`config.mk`:
```
export PLATFORM = sky130hd
export DESIGN_NAME = instr_fetch
export DESIGN_NICKNAME = d
export VERILOG_FILES = /design/src/rtl/instr_fetch.sv
export SDC_FILE = /design/constraint.sdc
export NUM_CORES = 1
export LEC_CHECK = 0
export CAP_MARGIN = 20
export CELL_PAD_IN_SITES_DETAIL_PLACEMENT = 0
export CELL_PAD_IN_SITES_GLOBAL_PLACEMENT = 1
export CORE_ASPECT_RATIO = 0.5
export CORE_MARGIN = 10
export CORE_UTILIZATION = 35
export CTS_CLUSTER_DIAMETER = 100
export DETAILED_ROUTE_END_ITERATION = 12
export PLACE_DENSITY = 0.93
export REMOVE_ABC_BUFFERS = 1
export SLEW_MARGIN = 40
export SYNTH_ARGS = -nofsm -noshare
export SYNTH_HDL_FRONTEND = slang
export SYNTH_SLANG_ARGS = --single-unit
```
`constraint.sdc`:
```
create_clock -name clk -period 4.2 [get_ports clk]
set_clock_uncertainty 0.05 [all_clocks]
set_input_delay 0.84 -clock clk [delete_from_list [all_inputs] [get_ports clk]]
set_output_delay 0.84 -clock clk [all_outputs]
set_load 0.1 [all_outputs]
```
`src/rtl/instr_fetch.sv`:
```
// Instruction-fetch stage: owns the PC, addresses the instruction memory and
// registers the fetched word into IF/ID. Redirects come from the instruction
// currently in ID (i.e. held in IF/ID), giving one architectural delay slot.
module instr_fetch #(
  parameter logic [31:0] RESET_PC = 32'h0000_3000,
  parameter logic [31:0] NOP_WORD = 32'h0000_0000
) (
  input  logic        clk,
  input  logic        rst_n,
  output logic [31:0] imem_addr,
  input  logic [31:0] imem_data,
  input  logic        stall,
  input  logic        flush,
  input  logic        br_taken,
  input  logic [15:0] br_imm,
  input  logic        jmp,
  input  logic [25:0] jmp_index,
  input  logic        jr,
  input  logic [31:0] jr_target,
  output logic [31:0] if_id_instr,
  output logic [31:0] if_id_pc4,
  output logic        if_id_valid,
  output logic [31:0] link_addr,
  output logic        addr_err
);

  logic [31:0] pc_q, pc_d;
  logic [31:0] ifIdInstr_q, ifIdInstr_d;
  logic [31:0] ifIdPc4_q, ifIdPc4_d;
  logic        ifIdValid_q, ifIdValid_d;
  logic        addrErr_q, addrErr_d;

  logic [31:0] pcPlus4;
  logic [31:0] brOffset;
  logic [31:0] brTarget;
  logic [31:0] jmpTarget;
  logic [31:0] jrAligned;

  // Candidate next-PC values. Branch and jump targets are relative to the
  // PC+4 of the instruction sitting in ID, not to the current fetch PC.
  assign pcPlus4   = pc_q + 32'd4;
  assign brOffset  = {{14{br_imm[15]}}, br_imm, 2'b00};
  assign brTarget  = ifIdPc4_q + brOffset;
  assign jmpTarget = {ifIdPc4_q[31:28], jmp_index, 2'b00};
  assign jrAligned = {jr_target[31:2], 2'b00};

  // Next PC: hold while stalled, otherwise jr > jmp > branch > sequential.
  always_comb begin
    pc_d = pc_q;
    if (!stall) begin
      if (jr) begin
        pc_d = jrAligned;
      end else if (jmp) begin
        pc_d = jmpTarget;
      end else if (br_taken) begin
        pc_d = brTarget;
      end else begin
        pc_d = pcPlus4;
      end
    end
  end

  // IF/ID next state: flush injects a bubble even under stall; a misaligned
  // jr only counts as an error when it is actually accepted (not stalled).
  always_comb begin
    ifIdInstr_d = ifIdInstr_q;
    ifIdPc4_d   = ifIdPc4_q;
    ifIdValid_d = ifIdValid_q;
    addrErr_d   = !stall && jr && (jr_target[1:0] != 2'b00);
    if (flush) begin
      ifIdInstr_d = NOP_WORD;
      ifIdPc4_d   = 32'd0;
      ifIdValid_d = 1'b0;
    end else if (!stall) begin
      ifIdInstr_d = imem_data;
      ifIdPc4_d   = pcPlus4;
      ifIdValid_d = 1'b1;
    end
  end

  // State registers with synchronous active-low reset overriding everything.
  always_ff @(posedge clk) begin
    if (!rst_n) begin
      pc_q        <= RESET_PC;
      ifIdInstr_q <= NOP_WORD;
      ifIdPc4_q   <= 32'd0;
      ifIdValid_q <= 1'b0;
      addrErr_q   <= 1'b0;
    end else begin
      pc_q        <= pc_d;
      ifIdInstr_q <= ifIdInstr_d;
      ifIdPc4_q   <= ifIdPc4_d;
      ifIdValid_q <= ifIdValid_d;
      addrErr_q   <= addrErr_d;
    end
  end

  assign imem_addr   = pc_q;
  assign if_id_instr = ifIdInstr_q;
  assign if_id_pc4   = ifIdPc4_q;
  assign if_id_valid = ifIdValid_q;
  assign link_addr   = ifIdPc4_q + 32'd4;
  assign addr_err    = addrErr_q;

endmodule

```
# --- Word level (Yosys, flattened, before mapping) ---
# Cells that the tools add are included.
classes:
  addsub: 3
  mux: 3
  bitwise: 1
  reduce_logical: 5
op_table:
  columns: ["cell", "n"]
  rows:
  - ["32-bit two-way mux", 3]
  - ["32-bit by 3-bit adder with 32-bit output (second input constant)", 2]
  - ["32-bit adder", 1]
  - ["1-bit logical AND", 2]
  - ["2-bit nonzero test", 1]
  - ["2-bit OR reduction", 1]
  - ["1-bit zero test", 1]
  - ["1-bit inverter", 1]
totals:
  ff_bits: 98
  inputBits: 113
  out_inout_bits: 130
  wordCells: 17

# --- Logic depth before layout (Yosys ltp) ---
depth:
  depth_word: 4
  depth_mapped: 10

# --- Worst setup path before layout ---
# No wires, ideal clock.
synth_timing:
  path_type: "register to output"
  from: "register ifIdPc4_q[4] (netlist: if_id_pc4[4])"
  to: "output port link_addr[29]"
  arrival_time_ps: 4164
  setup_slack_ps: -854
  path_stages_with_launch: 9
  path_buffers: 0
  cell_sequence: "dfxtp_1 -> and3_1 -> and2_1 -> and4_1 -> and3_1 -> nand4_1 -> nor2_1 -> nand3_1 -> xnor2_1"
synth_via:
  elab_chain_cells: 1
synth_lines:
  columns: ["element", "line_no", "text"]
  rows:
  - ["start, declared", "29", "logic [31:0] ifIdPc4_q, ifIdPc4_d;"]
  - ["start signal, assigned", "92", "ifIdPc4_q <= ifIdPc4_d;"]
  - ["32-bit by 3-bit adder with 32-bit output", "102", "assign link_addr = ifIdPc4_q + 32'd4;"]
  - ["end, declared", "23", "output logic [31:0] link_addr,"]
# No other way between the ends.

# --- Worst setup path after layout ---
layout_timing:
  from: "register ifIdPc4_q[4] (netlist: if_id_pc4[4])"
  to: "output port link_addr[30]"
# The elaborated chain is that of the path after synthesis.

==> reports/qor.txt <==
Status - finished clean
Most used flip-flop cell after synthesis - dfxtp_1
CTS Hold Bufs - 0
Hold path start - if_id_valid$_SDFFE_PP0N_
R2r endpoint - imem_addr[28]$_SDFFE_PN0N_
Via count - 7495
Row Count - 36
CTS tree - built
Core region area - 0.0194 mm2
Yosys warning count - 0
Global-route wire length before repair - 43200 um
CP Capture Type - output port
Final instance area - 0.00944 mm2
Yosys cell types - 66
Relative slew slack - 38.8%
Num CTS Buffers - 9
Clock Sinks - 98
Worst-Skew Late Latency - 0.36 ns
Grt ovf - 0
WL per Instance - 20.3 um
CP Launch Type - register
Area of placed instances - 0.00911 mm2
Maxcap violations - 0
# fillers - 1920
Fin nets - 1253
Clock slew at reported path FFs - 0.07 ns
Req. time, crit path - 3.31 ns
Leak pwr - 4.19 nW
Post-CTS setup buffers - 0
IO Pins - 243
Pwr Density - 305 mW/mm2
CTS Buffer Depth - 2
CP Class - register to output port
Largest net degree at the start of global routing - 44
Synth-to-Final Area Change - 37.0%
Register area share after synthesis - 28.5%
Layout cells sized above 1 - 15.4%
Hold path endpoint - if_id_valid$_SDFFE_PP0N_
Post-synthesis cell area - 0.00689 mm2
GPL Wtd Cong - 0.942
Fmax - 0.255 GHz
Flop2flop setup slack - 1.03 ns
Die X - 218 um
Final WL - 28000 um
Peak supply drop - 219 uV
ANT nets after route - 0
EDFF count, synth - 0
Most frequent cells in the layout - 129 x nor2_1, 111 x clkdlybuf4s50_1, 102 x buf_2
Largest cells by area after synthesis - dfxtp_1 28%, mux2i_1 7.3%, nor2_1 7.0%, xnor2_1 6.7%, ha_1 5.6%
Initial Util - 35.5%
Cell taking the most area after synthesis - dfxtp_1
Synth Area per Inst - 7.78 um2
RSZ-0062 raised after global routing - no
Tot Pwr - 2.88 mW
Post-CTS Resized - 0
RR Startpoint - if_id_pc4[2]$_SDFFE_PP0N_
DR vias/cell - 5.43
Gr usage total - 20.7%
Final Cycle Share - 93.2%
Max FO, Critical Path - 7
Die Area - 0.0260 mm2
PortBufs - 242
Root buffer cell - clkbuf_16
Vias in the first global route - 7434
HPWL after DPL - 22300 um
DR pass1 iterations - 5
Initial antenna violation count - 1
Die H - 119 um
Worst Tran Pin Value - 0.917 ns
Worst hold path class - register to register
Synth Instances - 886
Initial DRC count - 524
Layout Utilization - 48.6%
Async S/R FF share, synth - 0%
Final Slew Violations - 0
Min Hold Slack - 0.415 ns
H-tree Lvls - 3
Drt drc - 0
Commonest non-fill, non-tap cell in the layout - nor2_1
Final Hold Fails - 0
Final setup fails - 0
Worst Path Arrival - 3.02 ns
Top-area cell type share of the netlist area - 28.5%
Final min period - 3.91 ns
R2R cell count - 11
Post-synthesis register bit count - 98
Min-Delay Path Depth - 2
-- registers in the layout (all words and copies together), names as in the netlist --
register / count
addr_err: 1
if_id_instr: 32
if_id_valid: 1
imem_addr: 32
if_id_pc4: 32
-- how the worst max path moves through the flow --
stage | startpoint | end | slack, ns | cells past startpoint
after CTS | if_id_pc4[6]$_SDFFE_PP0N_ | link_addr[30] | 0.22 | 9
after global routing | if_id_pc4[4]$_SDFFE_PP0N_ | link_addr[27] | 0.09 | 10
after global placement | br_imm[0] | imem_addr[28]$_SDFFE_PN0N_ | 0.37 | 11
final | if_id_pc4[4]$_SDFFE_PP0N_ | link_addr[30] | 0.29 | 10
after floorplan | if_id_pc4[4]$_SDFFE_PP0N_ | link_addr[29] | -0.85 | 8
after detailed placement | br_imm[0] | imem_addr[28]$_SDFFE_PN0N_ | 0.31 | 11
-- layer usage --
metal / part of all wire [%] / wire length [um] / track usage (%) / vias up
met3: 5.3 / 1470 / 3.66 / 45
met5: 0 / 0 / 0 / -
met1: 42 / 11700 / 25.1 / 3579
met2: 50 / 14100 / 36.0 / 229
met4: 2.7 / 771 / 7.46 / 0
li1: - / - / - / 3642
-- worst max-delay path, cell delays in order (launching register included) --
cell and delay, ns:
dfxtp_1 0.31, buf_4 0.15, and3_1 0.18, and2_1 0.16, and3_1 0.24, and3_1 0.26
and4_1 0.35, nor2b_1 0.39, nand2_1 0.13, xnor2_1 0.27, buf_12 0.21
-- kinds of logic (layout without fill, tap and decap cells) --
logic type | Yosys count | count (layout) | share of synthesized area, %
AO/OA/AOI/OAI | 234 | 234 | 22.2
XOR/XNOR | 76 | 76 | 9.66
adder cells (fa/ha/maj) | 32 | 32 | 5.92
buffers and inverters | 67 | 294 | 3.98
flip-flops | 98 | 98 | 28.5
multiplexers | 50 | 50 | 7.26
other | 0 | 1 | 0
AND/OR/NAND/NOR | 329 | 329 | 22.5
-- cell type report --
cell class | instances | area (um2) | area share (%)
multi-input cells | 721 | 4660 | 49.4
clock buffers | 10 | 229 | 2.43
repair buffers | 260 | 2090 | 22.1
well taps | 266 | 333 | 3.53
diodes | 1 | 2.50 | 0.0265
clock inverters | 6 | 96.3 | 1.02
inverters | 18 | 67.6 | 0.716
flip-flops and latches | 98 | 1960 | 20.8
-- report_power, final --
part / switching [mW] / internal [mW] / total, mW
Sequential: 0.0570 / 0.970 / 1.03
Clock: 0.411 / 0.531 / 0.941
Combinational: 0.636 / 0.280 / 0.915
Total: 1.10 / 1.78 / 2.88
-- metrics by stage --
stage               std cells  setup TNS, ns  worst slack (ns)
finish                   1380              0             0.285
global route             1380              0            0.0857
CTS                      1379              0             0.217
detailed placement       1363              0             0.313
global placement         1363              0             0.373
floorplan                 837          -9.74            -0.854
-- synth_stat cells, types with 5 or more instances --
cell	n
a211o_1	5
a211oi_1	16
a21o_1	19
a21oi_1	66
a22o_1	6
a31oi_1	7
and3_1	17
and4_1	8
buf_1	5
clkbuf_1	39
dfxtp_1	98
ha_1	31
inv_1	17
mux2i_1	50
nand2_1	73
nand2b_1	7
nand3_1	34
nand4_1	11
nor2_1	129
nor2b_1	6
nor3_1	19
o211a_1	7
o211ai_1	9
o21ai_0	50
o22ai_1	6
xnor2_1	53
xor2_1	23
Note: power is estimated with default switching activity, not from simulation.
